### src/rtl/uart_tx_fifo_pkg.sv
// ============================================================================
// Module : uart_tx_fifo_pkg
// Brief  : Shared UART transmitter definitions (FSM encoding, defaults, map).
// Rev    : 1.0  initial release
// ============================================================================
`default_nettype none

package uart_tx_fifo_pkg;

  typedef enum logic [1:0] {
    S_IDLE  = 2'd0,
    S_START = 2'd1,
    S_DATA  = 2'd2,
    S_STOP  = 2'd3
  } tx_state_t;

  localparam int UART_CLKS_PER_BIT_DEFAULT = 217;  // 25 MHz / 115200 baud
  localparam int UART_DATA_BITS            = 8;
  localparam int UART_IO_ADDR_BIT          = 4;    // SOC I/O address bit selecting the UART

endpackage

`default_nettype wire

### src/rtl/uart_tx_fifo_sync_fifo.sv
// ============================================================================
// Module : uart_tx_fifo_sync_fifo
// Brief  : Synchronous FIFO with occupancy and registered full/empty flags.
// Rev    : 1.0  initial release
// ============================================================================
`default_nettype none

module uart_tx_fifo_sync_fifo #(
  parameter int WIDTH = 8,
  parameter int DEPTH = 4
) (
  input  logic                     clk,
  input  logic                     rst,
  input  logic                     i_push,
  input  logic                     i_pop,
  input  logic [WIDTH-1:0]         i_wr_data,
  output logic [WIDTH-1:0]         o_rd_data,
  output logic [$clog2(DEPTH):0]   o_level,
  output logic                     o_full,
  output logic                     o_empty
);

  localparam int AW = $clog2(DEPTH);

  logic [WIDTH-1:0] mem_q [DEPTH];
  logic [AW-1:0]    wr_ptr_q, wr_ptr_d;
  logic [AW-1:0]    rd_ptr_q, rd_ptr_d;
  logic [AW:0]      count_q,  count_d;
  logic             full_q,   full_d;
  logic             empty_q,  empty_d;
  logic             w_push_ok;
  logic             w_pop_ok;

  // Requests against a full/empty FIFO are ignored, never corrupt state.
  always_comb begin
    w_push_ok = i_push && !full_q;
    w_pop_ok  = i_pop  && !empty_q;
    wr_ptr_d  = wr_ptr_q;
    rd_ptr_d  = rd_ptr_q;
    count_d   = count_q;
    if (w_push_ok) wr_ptr_d = wr_ptr_q + 1'b1;
    if (w_pop_ok)  rd_ptr_d = rd_ptr_q + 1'b1;
    case ({w_push_ok, w_pop_ok})
      2'b10:   count_d = count_q + 1'b1;
      2'b01:   count_d = count_q - 1'b1;
      default: count_d = count_q;
    endcase
    full_d  = (count_d == (AW+1)'(DEPTH));
    empty_d = (count_d == '0);
  end

  always_ff @(posedge clk) begin
    if (rst) begin
      wr_ptr_q <= '0;
      rd_ptr_q <= '0;
      count_q  <= '0;
      full_q   <= 1'b0;
      empty_q  <= 1'b1;
    end else begin
      wr_ptr_q <= wr_ptr_d;
      rd_ptr_q <= rd_ptr_d;
      count_q  <= count_d;
      full_q   <= full_d;
      empty_q  <= empty_d;
    end
  end

  always_ff @(posedge clk) begin
    if (w_push_ok) mem_q[wr_ptr_q] <= i_wr_data;
  end

  assign o_rd_data = mem_q[rd_ptr_q];
  assign o_level   = count_q;
  assign o_full    = full_q;
  assign o_empty   = empty_q;

endmodule

`default_nettype wire

### src/rtl/uart_tx_fifo.sv
// ============================================================================
// Module : uart_tx_fifo
// Brief  : Buffered 8N1 UART transmitter driving the SOC TXD pad.
// Rev    : 1.0  initial release
// ============================================================================
`default_nettype none

module uart_tx_fifo
  import uart_tx_fifo_pkg::*;
#(
  parameter int CLKS_PER_BIT = UART_CLKS_PER_BIT_DEFAULT,
  parameter int FIFO_DEPTH   = 4
) (
  input  logic                          CLK,
  input  logic                          RESET,
  input  logic                          WR_EN,
  input  logic [7:0]                    WR_DATA,
  output logic                          BUSY,
  output logic                          IDLE,
  output logic [$clog2(FIFO_DEPTH):0]   LEVEL,
  output logic                          TXD
);

  localparam int CNT_W = $clog2(CLKS_PER_BIT);

  tx_state_t        state_q,   state_d;
  logic [CNT_W-1:0] baud_q,    baud_d;
  logic [2:0]       bit_idx_q, bit_idx_d;
  logic [7:0]       shift_q,   shift_d;
  logic             txd_q,     txd_d;
  logic             w_pop;
  logic             w_bit_end;
  logic [7:0]       w_head;
  logic             w_full;
  logic             w_empty;

  uart_tx_fifo_sync_fifo #(
    .WIDTH (UART_DATA_BITS),
    .DEPTH (FIFO_DEPTH)
  ) u_fifo (
    .clk       (CLK),
    .rst       (RESET),
    .i_push    (WR_EN),
    .i_pop     (w_pop),
    .i_wr_data (WR_DATA),
    .o_rd_data (w_head),
    .o_level   (LEVEL),
    .o_full    (w_full),
    .o_empty   (w_empty)
  );

  always_comb begin
    state_d   = state_q;
    baud_d    = baud_q;
    bit_idx_d = bit_idx_q;
    shift_d   = shift_q;
    w_pop     = 1'b0;
    w_bit_end = (baud_q == CNT_W'(CLKS_PER_BIT - 1));
    if (state_q != S_IDLE) baud_d = w_bit_end ? '0 : baud_q + 1'b1;
    case (state_q)
      S_IDLE: begin
        baud_d = '0;
        if (!w_empty) begin
          w_pop   = 1'b1;
          shift_d = w_head;
          state_d = S_START;
        end
      end
      S_START: begin
        if (w_bit_end) begin
          bit_idx_d = '0;
          state_d   = S_DATA;
        end
      end
      S_DATA: begin
        if (w_bit_end) begin
          shift_d   = {1'b0, shift_q[7:1]};
          bit_idx_d = bit_idx_q + 1'b1;
          if (bit_idx_q == 3'd7) state_d = S_STOP;
        end
      end
      S_STOP: begin
        // Chain straight into the next start bit when more data is queued.
        if (w_bit_end) begin
          if (!w_empty) begin
            w_pop   = 1'b1;
            shift_d = w_head;
            state_d = S_START;
          end else begin
            state_d = S_IDLE;
          end
        end
      end
      default: state_d = S_IDLE;
    endcase
  end

  // The line is registered from the current state, so it trails the FSM by one cycle.
  always_comb begin
    txd_d = 1'b1;
    case (state_q)
      S_START: txd_d = 1'b0;
      S_DATA:  txd_d = shift_q[0];
      default: txd_d = 1'b1;
    endcase
  end

  always_ff @(posedge CLK) begin
    if (RESET) begin
      state_q   <= S_IDLE;
      baud_q    <= '0;
      bit_idx_q <= '0;
      shift_q   <= '0;
      txd_q     <= 1'b1;
    end else begin
      state_q   <= state_d;
      baud_q    <= baud_d;
      bit_idx_q <= bit_idx_d;
      shift_q   <= shift_d;
      txd_q     <= txd_d;
    end
  end

  assign TXD  = txd_q;
  assign BUSY = w_full;
  assign IDLE = w_empty && (state_q == S_IDLE);

endmodule

`default_nettype wire

### config.mk
export PLATFORM = sky130hd
export DESIGN_NAME = uart_tx_fifo
export DESIGN_NICKNAME = d
export VERILOG_FILES = /design/src/rtl/uart_tx_fifo_pkg.sv /design/src/rtl/uart_tx_fifo_sync_fifo.sv /design/src/rtl/uart_tx_fifo.sv
export SDC_FILE = /design/constraint.sdc
export NUM_CORES = 1
export LEC_CHECK = 0
export BUFFER_PORTS_ARGS = -buffer_cell sky130_fd_sc_hd__buf_2
export CORE_ASPECT_RATIO = 1.1
export CORE_MARGIN = 3
export CORE_UTILIZATION = 36
export DETAILED_ROUTE_END_ITERATION = 16
export GPL_TIMING_DRIVEN = 0
export SYNTH_ARGS = -nofsm -noshare
export SYNTH_HDL_FRONTEND = slang
export SYNTH_SLANG_ARGS = --single-unit
### constraint.sdc
create_clock -name CLK -period 3.8 [get_ports CLK]
set_input_delay 0.19 -clock CLK [delete_from_list [all_inputs] [get_ports CLK]]
set_output_delay 0.19 -clock CLK [all_outputs]
set_load 0.05 [all_outputs]
# Word-level counts from Yosys, hierarchy flattened
# Memories as Yosys holds them, arrays and structs flattened. A register that Yosys moved wholly into a read port is not among the register bits.
# Cells that the tools add are included.
[totals]
ff_bits = 31
ram_bits = 32
in_bits = 11
output_inout_bits = 6
wordCells = 68
mem_count = 1
[memory_table]
columns = ["name", "words", "word_bits", "read_ports", "rd_ports_with_merged_regs", "wr", "line_no", "source"]
rows = [
  ["u_fifo.mem_q", 4, 8, 1, 1, 1, "uart_tx_fifo_sync_fifo.sv:25", "logic [WIDTH-1:0] mem_q [DEPTH];"],
]
[op_classes]
n_addsub = 6
eq_ne = 13
mux = 24
reduce_logical = 14
[ops]
columns = ["op", "n"]
rows = [
  ["8-bit 2-to-1 mux", 4],
  ["8-bit one-hot mux with 3 select lines", 1],
  ["2-bit 2-to-1 mux", 7],
  ["3-bit one-hot mux with 2 select lines", 2],
  ["2-bit != test (second input constant)", 5],
  ["8-bit by 1-bit adder with 8-bit output (second input constant)", 1],
  ["8-bit == test (second input constant)", 1],
  ["2-bit one-hot mux with 4 select lines", 1],
  ["3-bit by 1-bit adder with 3-bit output (second input constant)", 2],
  ["2-bit == test (second input constant)", 3],
  ["3-bit == test (second input constant)", 2],
  ["3-bit 2-to-1 mux", 2],
  ["3-bit AND reduction", 2],
  ["1-bit 2-to-1 mux", 5],
  ["5-bit AND reduction", 1],
  ["2-bit by 1-bit adder with 2-bit output (second input constant)", 2],
  ["2-bit by 1-bit == test with 1-bit output (second input constant)", 2],
  ["1-bit one-hot mux with 2 select lines", 2],
  ["2-bit nonzero test", 2],
  ["1-bit logical AND", 3],
  ["3-bit logical NOT", 1],
  ["3-bit nonzero test", 1],
  ["3-bit by 1-bit subtractor with 3-bit output (second input constant)", 1],
  ["1-bit logical NOT", 2],
  ["other kinds (2)", 2],
]

# Logic depth before layout (Yosys ltp)
[logic_depth]
word_depth = 7
ltp_mapped = 11
depth_no_buf = 11

# Hierarchy
# From an unflattened synthesis, not the netlist that was laid out.
[hier_totals]
cells_unflattened = 227
hier_area_um2 = 2890.3
[modules_own_cells]
columns = ["module", "instances", "cells_each", "area_each_um2", "seq_area_each_um2"]
rows = [
  ["uart_tx_fifo_sync_fifo", 1, 100, 1694.1, 1181.1],
  ["uart_tx_fifo", 1, 127, 1196.1, 440.4],
]

# Worst setup path after synthesis
# OpenSTA, ideal clock, no wires.
[synth_path]
kind = "reg2reg"
start = "reg state_q[0]"
end = "reg u_fifo.full_q, in the netlist u_fifo.o_full"
setup_ps = 66
arrival_time_ps = 2316
required_ps = 3734
slack_ps = 1418
path_stages_with_launch = 12
path_buffers = 0
synth_period_minus_slack_ps = 2382
path_cell_list = "dfxtp_1 > inv_1 > ha_1 > inv_1 > o31a_1 > nor3_1 > ha_1 > fa_1 > xnor2_1 > or3_1 > a21oi_1 > nor2b_1"
[synth_via]
elab_chain_len = 6
elab_cells_between_ends = 8
cone_classes = "eq/ne (4); mux (2); reduce/logical (2)"
[synth_lines]
columns = ["item", "line_no", "source"]
rows = [
  ["from (decl)", "uart_tx_fifo.sv:26", "tx_state_t state_q, state_d;"],
  ["from (signal assigned)", "uart_tx_fifo.sv:116", "state_q <= state_d;"],
  ["2-bit == test or 2-bit logical NOT (tied branches)", "uart_tx_fifo.sv:60", "case (state_q)"],
  ["1-bit one-hot mux with 2 select lines (*)", "uart_tx_fifo.sv:60", ""],
  ["1-bit logical AND (*)", "uart_tx_fifo_sync_fifo.sv:37", "w_pop_ok = i_pop && !empty_q;"],
  ["2-bit by 1-bit == test with 1-bit output or 2-bit == test (tied branches)", "uart_tx_fifo_sync_fifo.sv:43", "case ({w_push_ok, w_pop_ok})"],
  ["3-bit one-hot mux with 2 select lines (*)", "uart_tx_fifo_sync_fifo.sv:43", ""],
  ["3-bit == test (*)", "uart_tx_fifo_sync_fifo.sv:48", "full_d = (count_d == (AW+1)'(DEPTH));"],
  ["to (signal assigned)", "uart_tx_fifo_sync_fifo.sv:63", "full_q <= full_d;"],
  ["to (decl)", "uart_tx_fifo_sync_fifo.sv:29", "logic full_q, full_d;"],
]
# Every way passes the cells marked *; elsewhere a longest branch is shown, timed or not.
# A chain may end at the register's enable or synchronous reset.

# Final worst setup path
# Same ends and word-level chain as after synthesis.

==> metrics.cfg <==
[yosys]
yosysTopAreaCellShare_pct=34.5
synth-seq-cells=65
synth_cell_types=36
synth_top_cell_by_area=edfxtp_1
syn-mean-instance-area_um2=12.4
yosysWarnings=0
synth.area.top_cells=edfxtp_1 35%, dfxtp_1 24%, mux4_2 6.5%, ha_1 6.3%, mux2i_1 2.9%
synthesis.area_mm2=0.00278
synth_cells=225
syn_nets=251
ys_seq_area_share_pct=58.2

[timing]
rsz0062_at_grt=no
relSlewSlack_pct=59.8
hold_viol_final=0
max_freq_mhz=376
setup_viol=0
period_share_pct=70.0
fin_ws_ns=1.14
maxSlewViolCount=0
min_period_ns=2.66
worst_clock_skew_ns=0.0122
tightestPinTransition_ns=0.603
tns_ns=0

[layout]
antenna_cells=0
fin_nets=277
nFillCells=694
final_layout_size_suffix_gt1_share_pct=18.0
area_delta_synth_final_pct=14.9
instances_no_fill=361

[critical_path]
cp-end-kind=flip-flop
rrSetupSlack_ns=1.14
cp-start-kind=flip-flop
ff2ff_path_depth=11
critical_path_class=flip-flop to flip-flop
arrival_ns=2.94
reg2reg_to=u_fifo.o_full
path_max_fanout=5
crit_required_ns=4.08
r2r-start=state_q[0]

[routing]
num_vias=1683
totalWireLength_um=4630
route.detailed.drc=0
wire_per_inst_um=12.8
avgViaCountPerCell=4.66
drtIter0Drc=79
ant_nets=0
first_pass_iters=4

[clock_tree]
cts_tree=built
postCtsHoldBufs=0
clock_path_buffers=2
post_cts_resized=0
root_buffer=clkbuf_8
htreeDepth=3
cts_sinks=65
clkTransAtPathRegs_ns=0.08
cts_made_buffers=9
cts_setup_buffers=0
clock_latency_ns=0.35

[floorplanning]
start_util_pct=37.3
die_y_um=98.2
rows=33
die_w_um=89.8
core_mm2=0.00747
die-area_mm2=0.00883
ios=17

[grt]
grt_pass1_wl_um=8070
antenna_found_initial=0
grt_usage_pct=11.5
grt_max_degree=15
grt_pass1_vias=1717
overflow=0

[min_path]
hold_path_depth=1
whs_endpoint=u_fifo.mem_q[2][5]
hold_path.class=input pin to flip-flop
holdCritStartpoint=WR_DATA[5]

[power]
p_leak_uw=0.00123
power_density_mw_per_mm2=721
peakVddDrop_mv=0.315

[placement]
place_congestion=0.716
placed_cells=345
dp_hpwl_um=3260
numPortBuffers=15
post-place-ws_ns=1.14

[flow_run]
cap_violations=0

[run_status]
outcome=completed

## metal layers
layer	part of all wire (%)	wire length (um)	track usage, %	vias to the layer above
met5	0	0	0	-
met4	1.8	85	6.37	0
met3	2.9	133	2.85	8
met2	49	2270	18.8	21
met1	46	2150	14.1	793
li1	-	-	-	861
## through the flow
step                      utilization [%]  area (um2)  total power (uW)  hold WS, ns
after detailed placement             40.0        2990              1720        0.413
after CTS                            42.8        3200              2340       0.0474
after floorplan                         -        2780              1550        0.289
after global routing                 42.8        3200              2460       0.0495
after global placement               40.0        2990              1700        0.403
final                                42.8        3200              2310       0.0541
## cell families (layout without fill, tap and decap cells)
family | after synthesis | in the layout | share of synthesized area (%)
compound gates | 36 | 36 | 7.73
fa+ha+maj | 15 | 15 | 7.01
buf+inv | 23 | 54 | 3.19
mux | 16 | 16 | 9.35
xor+xnor | 9 | 9 | 2.83
simple gates | 61 | 61 | 11.6
flops | 65 | 65 | 58.2
## worst max path at each step
stage                     slack, ns       endpoint        from  depth (start not counted)
after floorplan                1.42  u_fifo.o_full  state_q[0]                         11
after global placement         1.10  u_fifo.o_full  state_q[1]                         11
after detailed placement       1.14  u_fifo.o_full  state_q[1]                         11
after CTS                      1.10  u_fifo.o_full  state_q[0]                         11
after global routing           0.92  u_fifo.o_full  state_q[1]                         11
final                          1.14  u_fifo.o_full  state_q[0]                         11
## critical path, stage by stage, from the launching register on
cell	delay [ns]
dfxtp_1	0.36
inv_1	0.11
ha_1	0.26
inv_1	0.11
o31a_1	0.23
nor3_1	0.07
ha_1	0.24
fa_1	0.38
xnor2_1	0.14
or3_1	0.30
a21oi_1	0.21
nor2b_1	0.18
## placed cells by master (no fill, tap or decap), types with 6 or more instances in the layout
master | netlist | final
a21oi_1 | 13 | 13
and2_1 | 6 | 6
buf_2 | 2 | 17
clkbuf_1 | 7 | 7
clkbuf_8 | 0 | 9
dfxtp_1 | 33 | 33
edfxtp_1 | 32 | 32
ha_1 | 14 | 14
inv_1 | 14 | 14
mux2i_1 | 8 | 8
mux4_2 | 8 | 8
nand2_1 | 12 | 12
nand3_1 | 7 | 7
nor2_1 | 20 | 20
o21ai_0 | 7 | 7
o22ai_1 | 8 | 8
xnor2_1 | 6 | 6
## power breakdown
group          switching (uW)  internal (uW)
Sequential               71.8            866
Combinational             448            303
Clock                     303            317
## state kept, by name, summed over array words and instances (netlist names), named ones only
signal / flops
bit_idx_q: 3
state_q: 2
u_fifo.rd_ptr_q: 2
shift_q: 8
baud_q: 8
u_fifo.mem_q: 32
TXD: 1
u_fifo.o_level: 3
u_fifo.o_empty: 1
u_fifo.o_full: 1
u_fifo.wr_ptr_q: 2
## final cells by class
cell class	count	area [um2]	share of cell area (%)
buffer	9	36.3	1.13
multi-input combinational	137	1070	33.6
sequential	65	1620	50.7
clock buffer	9	124	3.87
clock inverter	7	85.1	2.66
inverter	14	52.6	1.64
tap	105	131	4.11
timing repair buffer	15	75.1	2.35
## Yosys cell counts
master and count:
xnor2_1 6, nand3b_4 1, a211oi_1 1, and3_2 1, mux2i_1 8, nand2_1 12
or3_1 3, a21oi_1 13, xor2_1 3, buf_2 2, o2111ai_1 1, nand4_1 1
o21a_1 1, o31a_1 1, nor3_1 2, o31ai_1 2, and4b_1 1, nand3_1 7
inv_1 14, nor2_1 20, nor2b_1 3, or4_4 1, o22ai_1 8, clkbuf_1 7
o221ai_1 1, and2_1 6, a221oi_1 1, dfxtp_1 33, o21ai_0 7, edfxtp_1 32
ha_1 14, mux4_2 8, or2_2 1, nand4b_2 1, nor3b_1 1, fa_1 1
Power figures use the tool's default switching activity.
